## src/rtl/shift_capture_pkg.sv

```systemverilog
// Shared types and constants for the shift-register word capture block.
package shift_capture_pkg;

  // Word-assembly state: nothing in progress, partial word, word complete.
  typedef enum logic [1:0] {
    IDLE = 2'd0,
    FILL = 2'd1,
    CAPT = 2'd2
  } cap_state_t;

  // Shift direction as driven into the monitored shift register.
  localparam logic DIR_LEFT  = 1'b0;
  localparam logic DIR_RIGHT = 1'b1;

  // Width of the optional statistics counters.
  localparam int STAT_W = 16;

endpackage

```

## src/rtl/shift_capture_fifo.sv

```systemverilog
// Small synchronous FIFO for captured words. The head entry is presented
// through registers, so a pushed word becomes visible one clock after the
// push. Pushing into a full FIFO without a simultaneous pop drops the word
// and raises the combinational drop flag for that cycle.
module shift_capture_fifo #(
  parameter int W     = 9,
  parameter int DEPTH = 2
) (
  input  logic                         clk,
  input  logic                         rst_n,
  input  logic                         push,
  input  logic [W-1:0]                 push_data,
  input  logic                         ready,
  output logic [W-1:0]                 head_data,
  output logic                         head_valid,
  output logic [$clog2(DEPTH+1)-1:0]   count,
  output logic                         drop
);

  localparam int PTR_W = $clog2(DEPTH);
  localparam int CNT_W = $clog2(DEPTH+1);

  logic [W-1:0]     mem [DEPTH];
  logic [PTR_W-1:0] wr_ptr;
  logic [PTR_W-1:0] rd_ptr;
  logic [PTR_W-1:0] rd_sel;
  logic             pop;
  logic             full;
  logic             wr_en;
  logic [CNT_W-1:0] cnt_after_pop;

  // A pop frees a slot in the same cycle, so full+push+pop still writes.
  assign pop           = head_valid & ready;
  assign full          = (count == CNT_W'(DEPTH));
  assign wr_en         = push & (~full | pop);
  assign drop          = push & full & ~pop;
  assign cnt_after_pop = count - CNT_W'(pop);
  // Pointers wrap naturally because DEPTH is a power of two.
  assign rd_sel        = pop ? rd_ptr + PTR_W'(1) : rd_ptr;

  // Storage write port.
  // NOTE: the storage array has no reset; validity is tracked by count and
  // head_valid, so stale contents are never observed and the array can map
  // onto plain flops or distributed RAM without a reset network.
  always_ff @(posedge clk) begin
    if (wr_en) mem[wr_ptr] <= push_data;
  end

  // Pointers, occupancy and the registered head entry.
  // NOTE: sequential state uses non-blocking assignments so every register
  // samples pre-edge values, independent of statement order.
  always_ff @(posedge clk or negedge rst_n) begin
    if (!rst_n) begin
      wr_ptr     <= '0;
      rd_ptr     <= '0;
      count      <= '0;
      head_valid <= 1'b0;
      head_data  <= '0;
    end else begin
      if (wr_en) wr_ptr <= wr_ptr + PTR_W'(1);
      rd_ptr     <= rd_sel;
      count      <= cnt_after_pop + CNT_W'(wr_en);
      head_valid <= (cnt_after_pop != '0);
      if (cnt_after_pop != '0) head_data <= mem[rd_sel];
    end
  end

endmodule

```

## src/rtl/shift_word_capture.sv

```systemverilog
// Monitors the enable/direction controls and parallel output of a shift
// register, counts shifts in one direction and, once WIDTH shifts have
// completed, queues the parallel word (with its direction) for a
// valid/ready consumer. A direction change mid-word discards the partial
// word; sync_clr restarts counting without touching queued words.
// Optional: define SHIFT_WORD_CAPTURE_STATS_EN to add saturating
// words_cnt/drops_cnt statistics outputs.
module shift_word_capture
  import shift_capture_pkg::*;
#(
  parameter int WIDTH = 8,
  parameter int DEPTH = 2
) (
  input  logic                       clk,
  input  logic                       rst_n,
  input  logic                       sr_enable,
  input  logic                       sr_drive,
  input  logic [WIDTH-1:0]           sr_out,
  input  logic                       sync_clr,
  output logic [WIDTH-1:0]           word_data,
  output logic                       word_dir,
  output logic                       word_valid,
  input  logic                       word_ready,
  output logic                       drop_pulse,
  output logic                       abort_pulse,
  output logic [$clog2(DEPTH+1)-1:0] fill_cnt
`ifdef SHIFT_WORD_CAPTURE_STATS_EN
  ,
  output logic [STAT_W-1:0]          words_cnt,
  output logic [STAT_W-1:0]          drops_cnt
`endif
);

  localparam int CNT_W = $clog2(WIDTH+1);

  cap_state_t       state;
  cap_state_t       state_d;
  logic [CNT_W-1:0] bit_cnt;
  logic [CNT_W-1:0] cnt_d;
  logic [CNT_W-1:0] cnt_inc;
  logic             cur_dir;
  logic             dir_d;
  logic             abort_d;
  logic             restart;
  logic             push;
  logic             fifo_drop;
  logic [WIDTH:0]   head;

  // Next word-count state. A shift that starts a new word (from IDLE, from
  // CAPT, or against the current direction) counts as bit 1.
  // NOTE: every signal driven here gets a default first, so no path through
  // the block leaves one unassigned and no latch is inferred.
  always_comb begin
    state_d = state;
    cnt_d   = bit_cnt;
    dir_d   = cur_dir;
    abort_d = 1'b0;
    restart = (state != FILL) || (sr_drive != cur_dir);
    cnt_inc = restart ? CNT_W'(1) : bit_cnt + CNT_W'(1);
    if (sync_clr) begin
      state_d = IDLE;
      cnt_d   = '0;
    end else if (sr_enable) begin
      abort_d = (state == FILL) && (sr_drive != cur_dir);
      dir_d   = restart ? sr_drive : cur_dir;
      if (cnt_inc == CNT_W'(WIDTH)) begin
        cnt_d   = '0;
        state_d = CAPT;
      end else begin
        cnt_d   = cnt_inc;
        state_d = FILL;
      end
    end else if (state == CAPT) begin
      state_d = IDLE;
    end
  end

  // Word-count registers and the abort/drop pulses.
  always_ff @(posedge clk or negedge rst_n) begin
    if (!rst_n) begin
      state       <= IDLE;
      bit_cnt     <= '0;
      cur_dir     <= DIR_LEFT;
      abort_pulse <= 1'b0;
      drop_pulse  <= 1'b0;
    end else begin
      state       <= state_d;
      bit_cnt     <= cnt_d;
      cur_dir     <= dir_d;
      abort_pulse <= abort_d;
      drop_pulse  <= fifo_drop;
    end
  end

  // In CAPT, sr_out already holds the word produced by the final shift.
  assign push = (state == CAPT) && !sync_clr;

  shift_capture_fifo #(
    .W     (WIDTH + 1),
    .DEPTH (DEPTH)
  ) u_fifo (
    .clk        (clk),
    .rst_n      (rst_n),
    .push       (push),
    .push_data  ({cur_dir, sr_out}),
    .ready      (word_ready),
    .head_data  (head),
    .head_valid (word_valid),
    .count      (fill_cnt),
    .drop       (fifo_drop)
  );

  assign word_dir  = head[WIDTH];
  assign word_data = head[WIDTH-1:0];

`ifdef SHIFT_WORD_CAPTURE_STATS_EN
  // Saturating counts of accepted words and dropped words.
  always_ff @(posedge clk or negedge rst_n) begin
    if (!rst_n) begin
      words_cnt <= '0;
      drops_cnt <= '0;
    end else if (sync_clr) begin
      words_cnt <= '0;
      drops_cnt <= '0;
    end else begin
      if (push && !fifo_drop && (words_cnt != '1)) words_cnt <= words_cnt + 1'b1;
      if (fifo_drop && (drops_cnt != '1))          drops_cnt <= drops_cnt + 1'b1;
    end
  end
`else
  // Statistics disabled: no counters are built.
`endif

endmodule

```

## config.mk

```make
export PLATFORM = sky130hd
export DESIGN_NAME = shift_word_capture
export DESIGN_NICKNAME = d
export VERILOG_FILES = /design/src/rtl/shift_capture_pkg.sv /design/src/rtl/shift_capture_fifo.sv /design/src/rtl/shift_word_capture.sv
export SDC_FILE = /design/constraint.sdc
export NUM_CORES = 1
export LEC_CHECK = 0
export ABC_AREA = 1
export BUFFER_PORTS_ARGS = -buffer_cell sky130_fd_sc_hd__buf_2
export CAP_MARGIN = 10
export CORE_UTILIZATION = 56
export DETAILED_ROUTE_END_ITERATION = 6
export GPL_TIMING_DRIVEN = 1
export PLACE_DENSITY_LB_ADDON = 0.2
export SLEW_MARGIN = 20
export SYNTH_ARGS = -nofsm -noshare
export SYNTH_HDL_FRONTEND = slang
export SYNTH_SLANG_ARGS = --single-unit
```

## constraint.sdc

```tcl
create_clock -name clk -period 4.75 [get_ports clk]
set_input_delay 0.95 -clock clk [delete_from_list [all_inputs] [get_ports clk]]
set_output_delay 0.95 -clock clk [all_outputs]
set_load 0.03 [all_outputs]
```

==> reports/results.md <==
* **power spent charging and discharging nets** 0.000444 W
* **Global Route Usage Sum** 21.4%
* **portion of netlist area occupied by mux cells** 0%
* **Hold Path Class** flop to flop
* **area of all sequential standard cells** 1120 µm²
* **CTS HTree Levels** 2
* **number of placement rows** 19
* **Final Wtd Congestion** 0.929
* **CP Launch Type** input pin
* **nets in the synthesized netlist** 204
* **First DRT Iteration DRCs** 57
* **global route overflow** 0
* **Root Driver** sky130_fd_sc_hd__clkbuf_4
* **largest area contributor in the synthesized netlist** sky130_fd_sc_hd__dfrtp_1
* **max incr delay on CP** 0.32 ns
* **endpoints failing setup** 0
* **area of placed instances** 1920 µm²
* **Post-Synthesis Cells** 187
* **global-route wire length before repair** 5220 µm
* **clock latency reported for the late side of the worst-skew pair** 0.35 ns
* **fraction of final layout cells sized beyond drive strength 1** 16.7%
* **met1 global-route usage** 29.8%
* **clock-pin slew reported for the worst setup and hold paths after clock tree synthesis** 0.11 ns
* **antenna violations before repair** 0
* **clock group share of total power** 17.9%
* **Final Hold Violating Endpoints** 0
* **register-to-register setup slack** 2.83 ns
* **highest net fanout along the worst path** 11
* **final-report max-slew violation count** 0
* **total routed wirelength** 3040 µm
* **Post-Route Skew** 0.00586 ns
* **layout filler cell count** 223
* **vertical die dimension** 58.0 µm
* **average wire length per cell after detail routing** 12.1 µm
* **power per cell area** 544 nW/µm²
* **Max rail drop VDD** 275 µV
* **unrepaired setup endpoints after global routing** no
* **slew at the pin closest to its max-slew limit** 0.840 ns
* **routing layer with the top usage in global route** met2
* **compound-gate portion of the synthesized area** 0.856%
* **met3 Usage GRT** 5.13%
* **Core Util, Final** 69.8%
* **top cell type's share of synthesized area** 32.8%
* **number of cells traversed by the worst register-to-register path** 8
* **number of buffers added for setup after CTS** 0
* **Relative slew margins** 43.8%
* **final antenna diode count** 0
* **Reg-to-Reg End** u_fifo.head_data[4]$_DFFE_PN0P_
* **type of the worst setup path** input pin to flop
* **cell with the largest stage delay on the worst path** sky130_fd_sc_hd__clkinv_1
* **number of different library cells in the post-synthesis netlist** 17
* **endpoint arrival time on the critical path** 2.46 ns
* **global routing met2 resource utilization** 31.7%
* **max-capacitance violation count** 0
* **internal power** 0.000639 W
* **Synth Area in Adders** 2.14%
* **portion of total power attributed to sequential cells** 43.9%
* **total half-perimeter wirelength after legalization and detailed placement** 2200 µm
* **Area growth syn-to-layout** 13.5%
* **combined area of the multi-input logic cells** 495 µm²
* **clock period minus worst slack** 2.21 ns
* **die width** 58.0 µm
* **dominant combinational cell family by area after synthesis** simple AND/OR/NAND/NOR gates
* **clock net sink count** 41
* **number of design rule violations left after detail routing** 3
* **leakage power** 1.04 nW
* **vias after detailed routing** 1,264
* **# port buffers** 27
* **Max Root-Sink Buffers** 2
* **run status** finished, violations left
* **worst setup path start** word_ready
* **DRT Pass-1 Iters** 6
* **average cell area after synthesis** 9.38 µm²
* **nets@finish** 237
* **count of cells resized by post-cts repair** 0
* **register bit count reported by yosys** 41
* **area share of and/or/nand/nor cells after synthesis** 23.3%
* **Final Cycle Share** 46.5%
* **number of placed I/O pins** 28
* **cell area after technology mapping** 1750 µm²
* **largest net degree at the start of global routing** 24
* **sequential-to-total area share from yosys stat** 63.6%
* **Critical path destination** u_fifo.head_data[4]$_DFFE_PN0P_
* **count of antenna-violating nets left after detailed routing** 0
* **startpoint of the worst register-to-register path** u_fifo.head_valid$_DFF_PN0_
* **CTS tree** done
* **area of all placed cells without fillers** 1990 µm²
* **critical path cell sequence** buf_2 -> nand2_1 -> inv_1 -> ha_1 -> xnor2_1 -> nand2_1 -> clkinv_1 -> nand2_1 -> nand2_1
* **Total Die Area** 3360 µm²
* **synthesized-area fraction occupied by xor and xnor cells** 1.93%
* **starting density of the core** 61.5%
* **number of vias per cell** 5.02
* **number of CTS-inserted buffers** 5
* **Switching Share** 41.0%
* **number of global-route vias before repair** 1,166
* **total design power** 0.00108 W
* **count of warnings emitted by yosys** 0
* **achievable clock frequency** 0.453 GHz
* **top post-synthesis cells by area** sky130_fd_sc_hd__dfrtp_1 (33%), sky130_fd_sc_hd__edfxtp_1 (31%), sky130_fd_sc_hd__nand2_1 (15%)
* **failing checks** DRC
* **worst hold slack after final layout** 0.498 ns
* **Most Frequent Cell on Critical Path** sky130_fd_sc_hd__nand2_1
* **hold-fix buffer count after cts** 0
* **Std-Cell Core Area** 2850 µm²
* **Fin Setup TNS** 0 ns
* **part of the power in combinational logic** 38.3%
* **Critical Path End Type** flop
* **Data required, critical path** 5.00 ns
## Yosys cell counts (all sizes together)
cell / number
buf: 1
clkinv: 1
dfrtp: 23
edfxtp: 18
ha: 3
inv: 35
nand2: 69
nand3: 16
nand3b: 1
nand4: 1
nor2: 10
nor3: 2
nor4: 1
o21ai: 3
xnor2: 2
xor2: 1
## cell families (layout without fill, tap and decap cells)
family,count (synthesis),in the layout
DFF,41,41
xor gates and xnor gates,3,3
adders and majority gates,3,3
buffers and inverters,37,71
AOI/OAI and AO/OA,3,3
and+or+nand+nor,100,100
## worst max-delay path: cells and delay by family
| family | cells | cell delay [ns] |
|---|---|---|
| simple gates | 4 | 0.64 |
| fa+ha+maj | 1 | 0.20 |
| xor+xnor | 1 | 0.16 |
| buf+inv | 3 | 0.51 |
## cell type report
| type | count | area share (%) |
|---|---|---|
| sequential | 41 | 56.1 |
| multi-input combinational | 109 | 24.9 |
| timing repair buffer | 27 | 6.79 |
| inverter | 36 | 6.79 |
| clock buffer | 7 | 3.27 |
| tap | 31 | 1.95 |
| clock inverter | 1 | 0.251 |
## power by group through the flow
stage | Sequential (W) | Clock (W) | Combinational, W
after global routing | 0.000483 | 0.000211 | 0.000460
final | 0.000475 | 0.000193 | 0.000414
after global placement | 0.000482 | 0 | 0.000404
after floorplan | 0.000581 | 0 | 0.000201
after CTS | 0.000476 | 0.000201 | 0.000417
after detailed placement | 0.000484 | 0 | 0.000415
## cells in the final DEF, fill, tap and decap left out
master / n
sky130_fd_sc_hd__nor2_1: 10
sky130_fd_sc_hd__clkbuf_4: 5
sky130_fd_sc_hd__clkinv_1: 1
sky130_fd_sc_hd__ha_1: 3
sky130_fd_sc_hd__nor3_1: 2
sky130_fd_sc_hd__xnor2_1: 2
sky130_fd_sc_hd__edfxtp_1: 18
sky130_fd_sc_hd__nand3_1: 16
sky130_fd_sc_hd__nand2_2: 1
sky130_fd_sc_hd__nand2_1: 68
sky130_fd_sc_hd__xor2_2: 1
sky130_fd_sc_hd__inv_1: 35
sky130_fd_sc_hd__buf_2: 27
sky130_fd_sc_hd__clkbuf_8: 2
sky130_fd_sc_hd__o21ai_0: 3
sky130_fd_sc_hd__nand3b_1: 1
sky130_fd_sc_hd__nor4_1: 1
sky130_fd_sc_hd__dfrtp_1: 23
sky130_fd_sc_hd__clkinv_2: 1
sky130_fd_sc_hd__nand4_1: 1
## per-layer routing
layer | vias to the layer above | part of all wire, %
li1 | 637 | -
met4 | 0 | 2.5
met3 | 10 | 5.0
met2 | 35 | 43
met1 | 582 | 49
met5 | - | 0
## registers in the layout, indices dropped and copies added (netlist names)
name	count
abort_pulse	1
u_fifo.rd_ptr	1
state	2
u_fifo.mem	18
u_fifo.count	2
drop_pulse	1
cur_dir	1
u_fifo.wr_ptr	1
bit_cnt	4
u_fifo.head_data	9
u_fifo.head_valid	1
## through the flow
| step | std cells | worst slack, ns |
|---|---|---|
| 2_1_floorplan | 187 | 2.68 |
| 3_3_place_gp | 244 | 2.26 |
| 3_5_place_dp | 244 | 2.18 |
| 4_1_cts | 252 | 2.56 |
| 5_1_grt | 252 | 2.35 |
| 6_report | 252 | 2.54 |
## worst min path at each step
stage                                                from                              end  slack, ns  cells past startpoint
after floorplan                    bit_cnt[3]$_DFFE_PN0P_           bit_cnt[3]$_DFFE_PN0P_       0.47                      2
after global placement    u_fifo.head_data[5]$_DFFE_PN0P_  u_fifo.head_data[5]$_DFFE_PN0P_       0.47                      2
after detailed placement  u_fifo.head_data[6]$_DFFE_PN0P_  u_fifo.head_data[6]$_DFFE_PN0P_       0.47                      2
after CTS                 u_fifo.head_data[6]$_DFFE_PN0P_  u_fifo.head_data[6]$_DFFE_PN0P_       0.50                      2
after global routing      u_fifo.head_data[6]$_DFFE_PN0P_  u_fifo.head_data[6]$_DFFE_PN0P_       0.52                      2
final                     u_fifo.head_data[2]$_DFFE_PN0P_  u_fifo.head_data[2]$_DFFE_PN0P_       0.50                      2
Power figures use the tool's default switching activity.
